==> src/rtl/lcd_sink.sv <==
// HD44780-style LCD bus sink: decodes 8-bit/4-bit nibble transfers, tracks the cursor
// and optionally mirrors a 2x16 display buffer (enable with macro LCD_SINK_BUFFER_EN).
module lcd_sink (
    input  logic       clk,
    input  logic       reset,
    input  logic       en,
    input  logic       rs,
    input  logic [3:0] data,
    output logic       byte_valid,
    output logic       byte_rs,
    output logic [7:0] byte_data,
    output logic       mode_4bit,
    output logic       sync_err,
    output logic [4:0] cursor_addr,
    input  logic [4:0] rd_addr,
    output logic [7:0] rd_data
);
    typedef enum logic [1:0] {S8, S4_HI, S4_LO} state_t;

    state_t     state_q, state_d;
    logic       en_q, rs_q;
    logic [3:0] data_q;
    logic [3:0] hi_q, hi_d;
    logic       hi_rs_q, hi_rs_d;
    logic       valid_q, valid_d;
    logic       brs_q, brs_d;
    logic [7:0] bdata_q, bdata_d;
    logic       eff_q, eff_d;
    logic       mode_q, mode_d;
    logic       serr_q, serr_d;
    logic [4:0] cur_q, cur_d;
    logic       fall;
    logic       cmd_clear, cmd_home, cmd_addr, dat_wr;

    assign fall = en_q & ~en;

    always_ff @(posedge clk or posedge reset) begin
        if (reset) begin
            state_q <= S8;
            en_q    <= 1'b0;
            rs_q    <= 1'b0;
            data_q  <= '0;
            hi_q    <= '0;
            hi_rs_q <= 1'b0;
            valid_q <= 1'b0;
            brs_q   <= 1'b0;
            bdata_q <= '0;
            eff_q   <= 1'b0;
            mode_q  <= 1'b0;
            serr_q  <= 1'b0;
            cur_q   <= '0;
        end else begin
            state_q <= state_d;
            en_q    <= en;
            rs_q    <= rs;
            data_q  <= data;
            hi_q    <= hi_d;
            hi_rs_q <= hi_rs_d;
            valid_q <= valid_d;
            brs_q   <= brs_d;
            bdata_q <= bdata_d;
            eff_q   <= eff_d;
            mode_q  <= mode_d;
            serr_q  <= serr_d;
            cur_q   <= cur_d;
        end
    end

    // eff_d marks bytes that act on cursor/buffer; 8-bit-mode bytes only reach byte_*.
    always_comb begin
        state_d = state_q;
        hi_d    = hi_q;
        hi_rs_d = hi_rs_q;
        valid_d = 1'b0;
        brs_d   = brs_q;
        bdata_d = bdata_q;
        eff_d   = 1'b0;
        mode_d  = mode_q;
        serr_d  = 1'b0;
        if (fall) begin
            case (state_q)
                S8: begin
                    valid_d = 1'b1;
                    brs_d   = rs_q;
                    bdata_d = {data_q, 4'h0};
                    if (!rs_q && data_q == 4'h2) begin
                        state_d = S4_HI;
                        mode_d  = 1'b1;
                    end
                end
                S4_HI: begin
                    hi_d    = data_q;
                    hi_rs_d = rs_q;
                    state_d = S4_LO;
                end
                S4_LO: begin
                    if (rs_q == hi_rs_q) begin
                        valid_d = 1'b1;
                        eff_d   = 1'b1;
                        brs_d   = rs_q;
                        bdata_d = {hi_q, data_q};
                        state_d = S4_HI;
                    end else begin
                        serr_d  = 1'b1;
                        hi_d    = data_q;
                        hi_rs_d = rs_q;
                    end
                end
                default: state_d = S8;
            endcase
        end
    end

    assign cmd_clear = valid_q & eff_q & ~brs_q & (bdata_q == 8'h01);
    assign cmd_home  = valid_q & eff_q & ~brs_q & (bdata_q[7:1] == 7'h01);
    assign cmd_addr  = valid_q & eff_q & ~brs_q & bdata_q[7];
    assign dat_wr    = valid_q & eff_q & brs_q;

    always_comb begin
        cur_d = cur_q;
        if (cmd_clear || cmd_home)
            cur_d = '0;
        else if (cmd_addr)
            cur_d = {bdata_q[6], bdata_q[3:0]};
        else if (dat_wr)
            cur_d = cur_q + 5'd1;
    end

`ifdef LCD_SINK_BUFFER_EN
    logic [7:0]  mem_q [32];
    logic [31:0] full_q;

    always_ff @(posedge clk or posedge reset) begin
        if (reset)
            full_q <= '0;
        else if (cmd_clear)
            full_q <= '0;
        else if (dat_wr)
            full_q[cur_q] <= 1'b1;
    end

    always_ff @(posedge clk) begin
        if (dat_wr)
            mem_q[cur_q] <= bdata_q;
    end

    assign rd_data = full_q[rd_addr] ? mem_q[rd_addr] : 8'h20;
`else
    logic unused_rd;
    assign unused_rd = ^rd_addr;
    assign rd_data   = 8'h20;
`endif

    assign byte_valid  = valid_q;
    assign byte_rs     = brs_q;
    assign byte_data   = bdata_q;
    assign mode_4bit   = mode_q;
    assign sync_err    = serr_q;
    assign cursor_addr = cur_q;
endmodule

==> config.mk <==
export PLATFORM = sky130hd
export DESIGN_NAME = lcd_sink
export DESIGN_NICKNAME = d
export VERILOG_FILES = /design/src/rtl/lcd_sink.sv
export SDC_FILE = /design/constraint.sdc
export NUM_CORES = 1
export LEC_CHECK = 0
export ABC_AREA = 1
export BUFFER_PORTS_ARGS = -buffer_cell sky130_fd_sc_hd__buf_2
export CAP_MARGIN = 20
export CORE_MARGIN = 5
export CORE_UTILIZATION = 36
export DETAILED_ROUTE_END_ITERATION = 16
export PLACE_DENSITY = 0.6
export SYNTH_ARGS = -nofsm -noshare
export SYNTH_HDL_FRONTEND = slang
export SYNTH_SLANG_ARGS = --single-unit
==> constraint.sdc <==
create_clock -name clk -period 1.6 [get_ports clk]
set_clock_uncertainty 0.2 [all_clocks]
set_input_delay 0.32 -clock clk [delete_from_list [all_inputs] [get_ports clk]]
set_output_delay 0.32 -clock clk [all_outputs]
set_load 0.01 [all_outputs]
* Word-level counts from Yosys, hierarchy flattened
Index checks and enable logic that the tools add are counted.
** Word-level totals
- Output and inout port bits :: 25
- Logic and storage cells :: 65
- Register bits :: 31
- Input bits :: 13
** Operators by class
- Eq/ne operators :: 9
- Bitwise logic cells :: 9
- Add/sub/neg operators :: 1
- Multiplexer cells :: 22
- Reduce and logical (&&, ||, !) cells :: 11
** Operator list (count)
- $pmux 8 s2 :: 1
- $mux 5 :: 3
- $reduce_and 3->1 :: 4
- $mux 1 :: 9
- $eq 8x1->1 const B :: 1
- $mux 8 :: 1
- $pmux 4 s2 :: 1
- $and 1x1->1 :: 7
- $eq 7x1->1 const B :: 1
- $ne 2x2->1 const B :: 3
- $pmux 1 s2 :: 3
- $pmux 2 s3 :: 1
- $add 5x1->5 const B :: 1
- $eq 4x2->1 const B :: 1
- $mux 2 :: 2
- $mux 4 :: 1
- $reduce_bool 2->1 :: 2
- $reduce_bool 3->1 :: 1
- $eq 2x1->1 const B :: 1
- $eq 2x2->1 const B :: 1
- $logic_not 2->1 :: 1
- $not 1->1 :: 2
- $eq 1x1->1 :: 1
- $logic_and 1x1->1 :: 1
- other kinds (2) :: 2

* Longest topological paths before layout
- Word-level depth :: 5
- Depth in mapped cells :: 9
- Gate-level depth less buffers :: 8

* Least setup slack after synthesis
Ideal clock, no wire load.
- Path kind :: flip-flop to flip-flop
- Start point :: register state_q[0]
- End point :: register bdata_q[4] (netlist: byte_data[4])
- Cell stages (with the launch flop) :: 8
- Clock period less this slack :: 1.385 ns
- Setup time :: 0.117 ns
- Arrival :: 1.067 ns
- Path slack :: 0.215 ns
- Path through :: dfrtp_1 nor2_8 nand2_2 nand2_2 inv_4 buf_12 nand2_2 o21ai_2
** On the way
- Word-level cells in the longest chain between the ends :: 3
- Elaborated cells on any way between the ends :: 6
** Ends and longest elaborated chain
- start: declaration :: line 20 : state_t state_q, state_d;
- start signal: assignment :: line 53 : state_q <= state_d;
- $eq 2x2->1 / $logic_not 2->1 (equally long branches) :: line 81 : case (state_q)
- $ne 2x2->1 (no source line) / $reduce_bool 2->1 (equally long branches)
- $reduce_and 3->1 (no source line)
- end signal: assignment :: line 61 : bdata_q <= bdata_d;
- end: declaration :: line 27 : logic [7:0] bdata_q, bdata_d;
Parallel ways exist; a longest one is shown, timed or not.
A chain may end at the register's enable or synchronous reset.

* Worst setup path after layout
- Start point :: register state_q[0]
- End point :: register hi_q[3]
** On the way
- Word-level cells in the longest chain between the ends :: 3
- Elaborated cells on any way between the ends :: 6
** Ends and longest elaborated chain
- $eq 2x2->1 / $eq 2x1->1 (equally long branches) :: line 81
- $ne 2x2->1 (no source line) / $reduce_bool 2->1 (equally long branches)
- $reduce_and 3->1 (no source line)
- end signal: assignment :: line 57 : hi_q <= hi_d;
- end: declaration :: line 23 : logic [3:0] hi_q, hi_d;
Parallel ways exist; a longest one is shown, timed or not.

==> flow_summary.toml <==
[worst_setup_path]
crit_end = "hi_q[3]"
cp_max_fo = 10
reg2reg_from = "state_q[0]"
required_ps = 1590
critical_path.startpoint_type = "flip-flop"
r2r_cells = 5
r2r-end = "hi_q[3]"
arrival_ps = 1460
critPathKind = "flip-flop to flip-flop"
rrSetupSlack_ps = 130
end_kind = "flip-flop"
startpoint = "state_q[0]"

[drt]
totalWireLength_mm = 2.95
ant_nets = 0
drc_errors = 0
vias_per_cell = 4.36
dr.first_iter.drc_count = 44
vias = 1163
wire_per_inst_um = 11.1
firstDrtPassIters = 4

[power]
p_per_area_nw_per_um2 = 1460
combPwrFrac = 0.321
fin_total_pwr_uw = 2700
cellLeakagePower_uw = 0.00100
vdd_drop_max_mv = 0.754
swShare = 0.366
p_seq_frac = 0.427
clock_power_share = 0.252
p_switching_uw = 988
internal_power_uw = 1710

[global_routing]
globalRouteTotalUtil = 0.122
grt_pass1_vias = 1100
overflow = 0
grt_pass1_wl_mm = 5.00
grt_start_max_net_pins = 32
antenna_found_initial = 0

[synthesis]
syn-cell-area_um2 = 1520
ys_warn_count = 0
synth_compound_area_frac = 0.0905
synthMuxAreaShare = 0
synthSimpleGateAreaFrac = 0.264
synth_cell_types = 24
synthesis.instances = 177
yosysSeqAreaShare = 0.510
synth_top_family_by_area = "simple AND/OR/NAND/NOR gates"
ys_ff_latch = 31
syn_area_per_cell_um2 = 8.60
synth_fa_ha_area_frac = 0.00822
synth_xor_area_frac = 0.0115

[clock_network]
cts_tree = "done"
cts-root-buf = "clkbuf_8"
cts_buffers = 5
insertion_delay_ps = 280
clk_pin_slew_worst_paths_ps = 60
cts-htree-levels = 2
postCtsSetupRepairBufs = 0
clkSinkCount = 31
cts_buffer_depth = 2
post_cts_resize_count = 0

[sta]
finalCritPeriodShare = 0.916
rsz0062_at_grt = "false"
min_period_ps = 1470
fmax_ghz = 0.683
setup_viol = 0
hold_viol_final = 0
drv_slew = 0
tns_ps = 0
setup_ws_ps = 135

[floorplanning]
core-area_um2 = 4060
rows = 23
dieArea_um2 = 5630
num_io_pins = 38
start_util = 0.375
die_w_um = 75.0
die_y_um = 75.0

[layout]
nFillCells = 409
antenna_cells = 0
fin_cells = 267
area_growth_pct = 21.4
layout_commonest_cell = "nand2_1"
post-route-util = 0.455
nets = 230
drive_above_1_share = 0.249
layout_common_cells = "54 x nand2_1, 31 x dfrtp_1, 24 x buf_2, 21 x inv_1, 13 x nand3_1"

[status]
status = "complete, no violations"

[min_path]
hp-class = "input port to flip-flop"

[job]
cap_violations = 0

[placed_design]
numPlacedInstances = 252
post-place-ws_ps = 144
port_buffers = 24
hpwl_mm = 2.11
gp_congestion = 0.811
## repair_timing
item | 4_1_cts | 5_1_grt
endpoints found under the hold margin | 37 | 0
hold buffers | 7 | 0
setup endpoints to repair | 0 | 0
## critical path, stage by stage, from the launching register on
cell	delay, ps
dfrtp_1	490
inv_1	110
nand2_1	90
nand2_1	90
nand3_2	170
o21ai_0	230
## cell type report
type	instances	area, um2	area share
clock buffers	8	100	0.0542
inverters	23	88.8	0.0481
well taps	50	62.6	0.0339
multi-input cells	120	599	0.325
repair buffers	35	220	0.119
flip-flops and latches	31	776	0.420
## worst min path at each step
stage | start | end | slack [ps] | cells past startpoint
after global routing | en | eff_q | 230 | 4
final | en | eff_q | 210 | 4
after global placement | reset | byte_data[2] | 220 | 3
after floorplan | data[0] | data_q[0] | 150 | 0
after detailed placement | reset | byte_data[2] | 220 | 3
after CTS | en | eff_q | 200 | 4
## synthesized netlist by cell type, drive strengths merged
master / count / area (um2)
nor2: 14 / 78.8
ha: 1 / 12.5
o21bai: 1 / 7.51
inv: 23 / 88.8
xor2: 1 / 8.76
a21oi: 3 / 15.0
nand2: 57 / 221
dfrtp: 31 / 776
conb: 2 / 7.51
nand3: 15 / 85.1
buf: 9 / 80.1
o21ai: 17 / 115
nand4: 1 / 6.26
xnor2: 1 / 8.76
nor3: 1 / 10.0
## layer usage
| metal | vias up | global-route usage | share of wire |
|---|---|---|---|
| li1 | 613 | - | - |
| met1 | 513 | 0.152 | 0.46 |
| met2 | 31 | 0.181 | 0.45 |
| met3 | 6 | 0.0521 | 0.068 |
| met4 | 0 | 0.0632 | 0.021 |
| met5 | - | 0 | 0 |
## stage by stage
stage / hold WS, ps / instance area, um2
final: 213 / 1850
after global routing: 230 / 1850
after CTS: 200 / 1850
after detailed placement: 222 / 1680
after global placement: 219 / 1680
after floorplan: 151 / 1540
## sequential cells by signal, indices dropped and copies added, names as in the netlist, 2 cells and up
signal / cells
byte_data: 8
cursor_addr: 5
data_q: 4
hi_q: 4
state_q: 2
## logic make-up (layout without fill, tap and decap cells)
family          count (synthesis)  after routing
flops                          31             31
buf+inv                        32             66
simple gates                   88             88
other cells                     2              8
compound gates                 21             21
fa+ha+maj                       1              1
xor+xnor                        2              2
## power by group through the flow
stage                     clock network (uW)  registers (uW)  logic [uW]
after floorplan                            0            1200         596
after global placement                     0            1170         855
after detailed placement                   0            1170         869
after CTS                                705            1160         886
after global routing                     751            1180         992
final                                    681            1150         867
No activity file was read; power rests on OpenSTA's default activity.
